===== config.mk =====
export PLATFORM = sky130hd
export DESIGN_NAME = prng_byte_streamer_flat
export DESIGN_NICKNAME = d
export VERILOG_FILES = /design/src/rtl/prng_pkg.sv /design/src/rtl/prng_byte_streamer_if.sv /design/src/rtl/prng_xorshift32.sv /design/src/rtl/prng_byte_streamer.sv /design/src/flat_wrapper.sv
export SDC_FILE = /design/constraint.sdc
export NUM_CORES = 1
export LEC_CHECK = 0
export ABC_CLOCK_PERIOD_IN_PS = 2000
export BUFFER_PORTS_ARGS = -buffer_cell sky130_fd_sc_hd__clkbuf_2
export CAP_MARGIN = 20
export CORE_MARGIN = 4
export CORE_UTILIZATION = 56
export CTS_BUF_LIST = sky130_fd_sc_hd__clkbuf_4 sky130_fd_sc_hd__clkbuf_8 sky130_fd_sc_hd__clkbuf_16
export DETAILED_ROUTE_END_ITERATION = 12
export GPL_TIMING_DRIVEN = 0
export PLACE_DENSITY = 0.78
export SLEW_MARGIN = 20
export SYNTH_ARGS = -nofsm -noshare
export SYNTH_HDL_FRONTEND = slang
export SYNTH_SLANG_ARGS = --single-unit
export TNS_END_PERCENT = 10

===== constraint.sdc =====
create_clock -name clk -period 2 [get_ports clk]
set_input_delay 0.2 -clock clk [delete_from_list [all_inputs] [get_ports clk]]
set_output_delay 0.2 -clock clk [all_outputs]
set_load 0.005 [all_outputs]

===== src/rtl/prng_pkg.sv =====
// Shared constants and types for the byte-serial xorshift32 generator.
//   WORD_W / BYTE_W / BYTES_PER_WORD : word, byte and stream geometry
//   SHIFT_A/B/C                      : xorshift32 shift amounts (13, 17, 5)
//   SEED_DEFAULT                     : generator state loaded on reset
package prng_pkg;

    localparam int unsigned WORD_W         = 32;
    localparam int unsigned BYTE_W         = 8;
    localparam int unsigned BYTES_PER_WORD = 4;
    localparam int unsigned CNT_W          = 3;
    localparam int unsigned SHIFT_A        = 13;
    localparam int unsigned SHIFT_B        = 17;
    localparam int unsigned SHIFT_C        = 5;

    localparam logic [WORD_W-1:0] SEED_DEFAULT = 32'h02468ACD;

    typedef enum logic {
        ST_IDLE = 1'b0,
        ST_BUSY = 1'b1
    } state_e;

endpackage


===== src/rtl/prng_byte_streamer_if.sv =====
// Request/byte-stream bus between a consumer and prng_byte_streamer.
//   get_random : request pulse for a new 32-bit word (consumer -> generator)
//   data_out   : registered output byte, LSB first (generator -> consumer)
interface prng_byte_streamer_if;
    import prng_pkg::*;

    logic              get_random;
    logic [BYTE_W-1:0] data_out;

    modport master (output get_random, input data_out);
    modport slave  (input get_random, output data_out);

endinterface


===== src/rtl/prng_xorshift32.sv =====
// Combinational xorshift32 next-state function (logical shifts, 32-bit wrap).
//   x_i      : current generator state
//   x_next_c : state after one xorshift32 step
module prng_xorshift32
    import prng_pkg::*;
(
    input  logic [WORD_W-1:0] x_i,
    output logic [WORD_W-1:0] x_next_c
);

    logic [WORD_W-1:0] t1;
    logic [WORD_W-1:0] t2;

    assign t1       = x_i ^ (x_i << SHIFT_A);
    assign t2       = t1 ^ (t1 >> SHIFT_B);
    assign x_next_c = t2 ^ (t2 << SHIFT_C);

endmodule


===== src/rtl/prng_byte_streamer.sv =====
// Seeded xorshift32 generator streaming each new word LSB-first, one byte
// per clock, over four cycles, followed by one idle cycle with data_out = 0.
//   clk  : clock, all state on rising edge
//   rstn : asynchronous reset, ACTIVE-HIGH despite the name
//   bus  : slave side of prng_byte_streamer_if (get_random in, data_out out)
// Requests arriving while a word is streaming are dropped, not queued.
module prng_byte_streamer
    import prng_pkg::*;
#(
    parameter logic [WORD_W-1:0] SEED = SEED_DEFAULT
) (
    input  logic                  clk,
    input  logic                  rstn,
    prng_byte_streamer_if.slave   bus
);

    state_e              fsm_q,  fsm_d;
    logic [WORD_W-1:0]   word_q, word_d;
    logic [CNT_W-1:0]    cnt_q,  cnt_d;
    logic [BYTE_W-1:0]   data_q, data_d;
    logic [WORD_W-1:0]   word_next_c;

    prng_xorshift32 u_step (
        .x_i      (word_q),
        .x_next_c (word_next_c)
    );

    // State register; reset restarts the sequence from SEED.
    always_ff @(posedge clk or posedge rstn) begin
        if (rstn) begin
            fsm_q  <= ST_IDLE;
            word_q <= SEED;
            cnt_q  <= '0;
            data_q <= '0;
        end else begin
            fsm_q  <= fsm_d;
            word_q <= word_d;
            cnt_q  <= cnt_d;
            data_q <= data_d;
        end
    end

    // Next-state: accept a request when idle, then walk bytes 1..3, then idle.
    always_comb begin
        fsm_d  = fsm_q;
        word_d = word_q;
        cnt_d  = cnt_q;
        data_d = data_q;
        unique case (fsm_q)
            ST_IDLE: begin
                data_d = '0;
                if (bus.get_random) begin
                    fsm_d  = ST_BUSY;
                    word_d = word_next_c;
                    data_d = word_next_c[BYTE_W-1:0];
                    cnt_d  = CNT_W'(1);
                end
            end
            ST_BUSY: begin
                // cnt_q counts bytes already presented; after the last one
                // spend one cycle idle so requests are at least 5 cycles apart.
                if (cnt_q == CNT_W'(BYTES_PER_WORD)) begin
                    fsm_d  = ST_IDLE;
                    cnt_d  = '0;
                    data_d = '0;
                end else begin
                    cnt_d = cnt_q + CNT_W'(1);
                    case (cnt_q)
                        CNT_W'(1): data_d = word_q[15:8];
                        CNT_W'(2): data_d = word_q[23:16];
                        default:   data_d = word_q[31:24];
                    endcase
                end
            end
            default: begin
                fsm_d = ST_IDLE;
            end
        endcase
    end

    assign bus.data_out = data_q;

endmodule


===== src/flat_wrapper.sv =====
// flat-port wrapper written by rule: the top's interface ports become plain ports
module prng_byte_streamer_flat import prng_pkg::*;
#(
    parameter logic [WORD_W-1:0] SEED = SEED_DEFAULT
)
  (clk, rstn, bus_get_random, bus_data_out);
  prng_byte_streamer_if bus_i ();
  input  logic clk;
  input  logic rstn;
  input wire logic [$bits(bus_i.get_random)-1:0] bus_get_random;
  output wire logic [$bits(bus_i.data_out)-1:0] bus_data_out;
  assign bus_i.get_random = bus_get_random;
  assign bus_data_out = bus_i.data_out;
  prng_byte_streamer #(.SEED(SEED)) u_core (.clk(clk), .rstn(rstn), .bus(bus_i));
endmodule

==> results of run 1 <==
## metal layers
layer  routed length, um  share of wire  vias to the layer above
met5                   0              0                        -
met2                2380           0.46                       45
li1                    -              -                      828
met3                 216          0.042                       18
met4                 151          0.029                        0
met1                2450           0.47                      859
## final cells by class
| cell class | instances | area, sq um |
|---|---|---|
| buffer | 22 | 123 |
| clock buffer | 7 | 90.1 |
| clock inverter | 1 | 7.51 |
| fill | 366 | 1570 |
| inverter | 3 | 11.3 |
| multi-input combinational | 182 | 1410 |
| sequential | 44 | 1120 |
| tap | 52 | 65.1 |
| timing repair buffer | 12 | 80.1 |
## worst max-delay path: stages, from the launching register on
cell and delay (ns):
dfrtp_1 0.42, inv_1 0.09, ha_1 0.20, buf_1 0.26
o21bai_2 0.42, a21oi_1 0.13, o21ai_0 0.26
## how the worst max path moves through the flow
stage | from | endpoint | cells after the start
after floorplan | u_core.word_q[17]$_DFFE_PP1P_ | u_core.word_q[5]$_DFFE_PP0P_ | 5
after global placement | u_core.cnt_q[0]$_DFFE_PP0P_ | u_core.bus.data_out[2]$_DFF_PP0_ | 6
after detailed placement | u_core.cnt_q[0]$_DFFE_PP0P_ | u_core.bus.data_out[2]$_DFF_PP0_ | 6
after CTS | u_core.cnt_q[0]$_DFFE_PP0P_ | u_core.bus.data_out[2]$_DFF_PP0_ | 6
after global routing | u_core.cnt_q[1]$_DFFE_PP0P_ | u_core.bus.data_out[3]$_DFF_PP0_ | 6
final | u_core.cnt_q[0]$_DFFE_PP0P_ | u_core.bus.data_out[2]$_DFF_PP0_ | 6
## cells in the final DEF, fill, tap and decap left out
| cell type | n |
|---|---|
| o22ai_1 | 7 |
| nor3b_1 | 1 |
| buf_12 | 1 |
| dlygate4sd3_1 | 1 |
| a32o_1 | 1 |
| clkbuf_8 | 6 |
| xnor3_2 | 2 |
| a22oi_1 | 8 |
| o21bai_2 | 1 |
| clkbuf_4 | 1 |
| dfstp_2 | 12 |
| clkbuf_1 | 3 |
| xor2_1 | 23 |
| ha_1 | 4 |
| a21oi_1 | 8 |
| xnor3_1 | 4 |
| o21ai_1 | 1 |
| buf_2 | 10 |
| inv_2 | 1 |
| mux2i_1 | 4 |
| xor2_2 | 3 |
| nor2_1 | 13 |
| o21ai_0 | 5 |
| nand2_1 | 36 |
| and2_1 | 2 |
| xnor2_2 | 3 |
| nand2b_1 | 3 |
| xnor2_1 | 52 |
| clkbuf_2 | 11 |
| clkinvlp_4 | 1 |
| buf_4 | 7 |
| buf_1 | 1 |
| nor2b_2 | 1 |
| dfrtp_1 | 32 |
| inv_1 | 2 |
## logic make-up (layout without fill, tap and decap cells)
group | after synthesis | in the layout | synth area share
fa+ha+maj | 4 | 4 | 0.0189
compound gates | 31 | 31 | 0.0721
simple gates | 56 | 56 | 0.0872
buf+inv | 25 | 45 | 0.0504
mux | 4 | 4 | 0.0151
flops | 44 | 44 | 0.420
xor+xnor | 87 | 87 | 0.336
## stage by stage
| stage | std cells | utilization | setup slack [ns] | cell area, sq um | hold WS, ns |
|---|---|---|---|---|---|
| 6_report | 323 | 0.648 | 0.116 | 2900 | 0.225 |
| 3_3_place_gp | 313 | 0.619 | 0.0766 | 2770 | 0.496 |
| 5_1_grt | 323 | 0.648 | 0.0813 | 2900 | 0.248 |
| 4_1_cts | 323 | 0.648 | 0.198 | 2900 | 0.233 |
| 3_5_place_dp | 314 | 0.624 | 0.0229 | 2790 | 0.130 |
| 2_1_floorplan | 251 | - | 0.485 | 2660 | 0.375 |
## sequential cells by signal, indices dropped and copies added (netlist names)
signal               count
u_core.bus.data_out      8
u_core.cnt_q             3
u_core.fsm_q             1
u_core.word_q           32
## what timing repair did
action | CTS | global route
setup endpoints to repair | 1 | 0
hold buffers | 1 | 0
endpoints found under the hold margin | 7 | 0
resized for setup | 1 | 0
==> results.json, run 1 <==
{
  "reg2reg_from": "u_core.cnt_q[0]$_DFFE_PP0P_",
  "required_ns": 2.20,
  "cts_sinks": 44,
  "grt_pass1_vias": 1779,
  "routedWlPerCell_um": 16.1,
  "post_cts_buffers": 0,
  "ys_types": 29,
  "cts_root_buf": "clkbuf_8",
  "core_area_sq_um": 4470,
  "fp-row-count": 24,
  "via_per_inst": 5.42,
  "r2r-end": "u_core.bus.data_out[2]$_DFF_PP0_",
  "final_layout_size_suffix_gt1_frac": 0.221,
  "dieArea_sq_um": 5910,
  "synth_top_area_share": 0.302,
  "status": "completed",
  "cts_buffer_depth": 2,
  "syn2layout_area_growth_pct": 9.28,
  "antenna_found_initial": 0,
  "setup-violations-final": 0,
  "synth_commonest_cells": "xnor2_1 (52), nand2_1 (36), dfrtp_1 (32)",
  "clk_pin_slew_ns": 0.09,
  "hpwl_mm": 3.73,
  "synth_fp_nets": 258,
  "hold_viol_final": 0,
  "cap_violations": 0,
  "synth_warnings": 0,
  "fmax_mhz": 531,
  "min_from": "bus_get_random",
  "setup.worst_path.start_class": "flip-flop",
  "busiest_layer": "met2",
  "r2r_slack_ns": 0.12,
  "tightest_slew_ns": 0.531,
  "cts_buffers": 5,
  "worstSetupPathType": "flip-flop to flip-flop",
  "r2r_cells": 6,
  "portBuffers": 10,
  "hp-class": "input port to flip-flop",
  "grt_overflow_total": 0,
  "finalMaxSlewViolations": 0,
  "finClkSkew_ns": 0.00759,
  "grt.total_usage": 0.190,
  "grt_pass1_wl_mm": 8.73,
  "gp_congestion": 0.813,
  "clock_latency_ns": 0.30,
  "hold_end": "u_core.cnt_q[0]$_DFFE_PP0P_",
  "ys_ff_latch": 44,
  "yosys.cell_count.top_type": "xnor2_1",
  "holdPathStages": 3,
  "drt_iter0_drc": 165,
  "yosysTopAreaCell": "dfrtp_1",
  "totalWireLength_mm": 5.20,
  "final_antenna_net_count": 0,
  "nets": 277,
  "ys_async_sr_fraction": 1.00,
  "gr-usage-met1": 0.247,
  "slew_headroom": 0.646,
  "dieHeight_um": 76.9,
  "grt_use_met2": 0.310,
  "rsz0062_at_grt": "false",
  "synth-main-ff-cell": "dfrtp_1",
  "syn-cell-area_sq_um": 2660,
  "drc": 0,
  "num_vias": 1750,
  "synth_edf_count": 0,
  "grt_max_degree": 35,
  "diodes": 0,
  "grt_use_met3": 0.0351,
  "synth_area_per_cell_sq_um": 10.6,
  "synthTopCellsByArea": "dfrtp_1 (30%), xnor2_1 (17%), dfstp_2 (12%)",
  "finalCritPeriodShare": 0.942,
  "cts_tree": "built",
  "arrival_ns": 2.08,
  "fin_crit_ns": 1.88,
  "htreeDepth": 2,
  "tns_ns": 0,
  "dr.pass1.iters": 4,
  "path_max_fanout": 9,
  "crit_path_end_kind": "flip-flop",
  "ios": 11,
  "yosysSeqAreaShare": 0.420,
  "initial_core_util": 0.593,
  "die_w_um": 76.9,
  "synthesis.instances": 251
}
Power of run 1 is left out: the tool's default activity adds up to more than one toggle a clock period on the data nets, which glitch-free logic cannot reach.
==> run 2, diff against run 1 <==
Settings changed: ABC_AREA from default to 1.
==> run 2 against run 1 <==
Cell area rose by 7.6%. Sequential cell count stayed put. Via count increased by 54%. Global-route usage increased by 5.3 points. Fmax up 26%. Non-clock buffer count is 16 lower. Worst setup slack better by 0.39 ns. Clock skew grew 0.0033 ns. Routed wire length increased by 34%. Sequential share of layout area fell by 2.7 points. Die area grew 7.2%. Final cell count increased by 56%. Highest routed layer unchanged.
==> results.json, run 2 <==
{
  "status": "completed",
  "final_layout_size_suffix_gt1_frac": 0.203,
  "rsz0062_at_grt": "false",
  "cts_root_buf": "clkbuf_8",
  "tns_ns": 0,
  "fin_crit_ns": 1.49,
  "finalMaxSlewViolations": 0,
  "grt_pass1_wl_mm": 11.8,
  "cts_buffer_depth": 2,
  "synth_top_area_share": 0.279,
  "tightest_slew_ns": 0.341,
  "num_vias": 2695,
  "yosys.cell_count.top_type": "nand2_1",
  "ys_ff_latch": 44,
  "grt_max_degree": 35,
  "ys_async_sr_fraction": 1.00,
  "cts_sinks": 44,
  "final_cells": 505,
  "syn2layout_area_growth_pct": 8.81,
  "placed_cells": 496,
  "synthesis.instances": 418,
  "cts_tree": "built",
  "synth_edf_count": 0,
  "synth-main-ff-cell": "dfrtp_1",
  "gp_congestion": 0.892,
  "worstSetupPathType": "flip-flop to flip-flop",
  "grt_overflow_total": 0,
  "arrival_ns": 1.73,
  "nets": 444,
  "hp-class": "input port to flip-flop",
  "power_mw": 6.35,
  "grt.total_usage": 0.243,
  "n_fill_cell": 456,
  "synth_area_per_cell_sq_um": 6.86,
  "largest_register_ffs": 32,
  "final_antenna_net_count": 0,
  "p_leak_nw": 1.70,
  "clock_latency_ns": 0.30,
  "path_max_fanout": 8,
  "cellPowerDensity_nw_per_um2": 2040,
  "fp-row-count": 25,
  "fmax_mhz": 670,
  "synth_commonest_cells": "nand2_1 (204), dfrtp_1 (32), inv_1 (31)",
  "hpwl_mm": 5.24,
  "htreeDepth": 2,
  "finalCritPeriodShare": 0.746,
  "top_register": "u_core.word_q",
  "yosysTopAreaCell": "dfrtp_1",
  "final_cell_mix": "nand2_1 (204), dfrtp_1 (32), inv_1 (30)",
  "dieArea_sq_um": 6330,
  "cts_buffers": 5,
  "totalWireLength_mm": 6.95,
  "dr.pass1.iters": 5,
  "syn-cell-area_sq_um": 2870,
  "antenna_found_initial": 0,
  "setup-violations-final": 0,
  "final_common_cell": "nand2_1",
  "yosysSeqAreaShare": 0.389,
  "clk_pin_slew_ns": 0.08,
  "portBuffers": 10,
  "drt_iter0_drc": 237,
  "ios": 11,
  "placed_area_sq_um": 3020,
  "die_w_um": 79.6,
  "core_area_sq_um": 4850,
  "diodes": 0,
  "dieHeight_um": 79.6,
  "grt_pass1_vias": 2501,
  "finClkSkew_ns": 0.0108,
  "initial_core_util": 0.592,
  "synthTopCellsByArea": "dfrtp_1 (28%), nand2_1 (27%), dfstp_2 (11%)",
  "cap_violations": 0,
  "synth_warnings": 0,
  "synth_fp_nets": 425,
  "crit_path_end_kind": "flip-flop",
  "via_per_inst": 5.34,
  "routedWlPerCell_um": 13.8,
  "peakVddDrop_uv": 928,
  "setup.worst_path.start_class": "flip-flop",
  "hold_viol_final": 0,
  "ys_types": 24,
  "required_ns": 2.24,
  "drc": 0,
  "slew_headroom": 0.771,
  "ctsResizeCount": 0,
  "design_area_sq_um": 3120
}
run 2: power breakdown:
group	switching, mW	internal [mW]	total (mW)
combinational	2.51	1.37	3.88
clock	0.294	0.272	0.567
sequential	0.485	1.43	1.91
total	3.29	3.07	6.35
run 2: timing repair:
item	in CTS	in global routing
endpoints found under the hold margin	6	0
buffers inserted	0	0
hold buffers	1	0
run 2: kinds of logic after synthesis:
family                     after synthesis  synth area share
AOI/OAI and AO/OA                       34            0.0737
xor gates and xnor gates                13            0.0397
adders and majority gates                4            0.0174
buffers and inverters                   56            0.0789
DFF                                     44             0.389
and+or+nand+nor                        267             0.401
run 2: layout make-up:
type | instances | area (sq um) | area share
clock buffers | 7 | 83.8 | 0.0269
clock inverters | 1 | 5.00 | 0.00160
inverters | 50 | 188 | 0.0601
well taps | 67 | 83.8 | 0.0269
plain buffers | 6 | 38.8 | 0.0124
multi-input cells | 318 | 1530 | 0.489
repair buffers | 12 | 80.1 | 0.0257
flip-flops and latches | 44 | 1120 | 0.358
run 2: worst paths after layout:
check                                                   endpoint  slack [ns]  depth (start not counted)                          start
worst max-delay path            u_core.bus.data_out[6]$_DFF_PP0_        0.51                          7    u_core.cnt_q[0]$_DFFE_PP0P_
worst min-delay path                 u_core.cnt_q[1]$_DFFE_PP0P_        0.25                          4                 bus_get_random
worst max register to register  u_core.bus.data_out[6]$_DFF_PP0_        0.51                          7    u_core.cnt_q[0]$_DFFE_PP0P_
worst min register to register     u_core.word_q[22]$_DFFE_PP1P_        0.50                          2  u_core.word_q[22]$_DFFE_PP1P_
max in group asynchronous          u_core.word_q[18]$_DFFE_PP1P_        1.12                          4                           rstn
min in group asynchronous       u_core.bus.data_out[4]$_DFF_PP0_        0.34                          3                           rstn
run 2: metrics by stage:
step	setup slack [ns]	utilization	hold WS (ns)
detailed placement	0.524	0.623	0.132
CTS	0.508	0.644	0.237
floorplan	0.789	-	0.425
finish	0.508	0.644	0.254
global route	0.420	0.644	0.262
global placement	0.217	0.619	0.475
run 2: per-layer routing:
layer,GRT usage,wire length [um],vias up
li1,-,-,1344
met1,0.323,3240,1246
met2,0.390,3160,87
met3,0.0384,348,18
met4,0.108,200,0
met5,0,0,-
run 2: worst max-delay path, stage by stage (launching register included):
cell and delay, ns:
dfrtp_1 0.42, inv_1 0.09, ha_1 0.22, o21ai_2 0.30
nand2_1 0.13, o221ai_1 0.10, nand2_1 0.10, nand2_1 0.07
No activity file was read; power rests on OpenSTA's default activity.
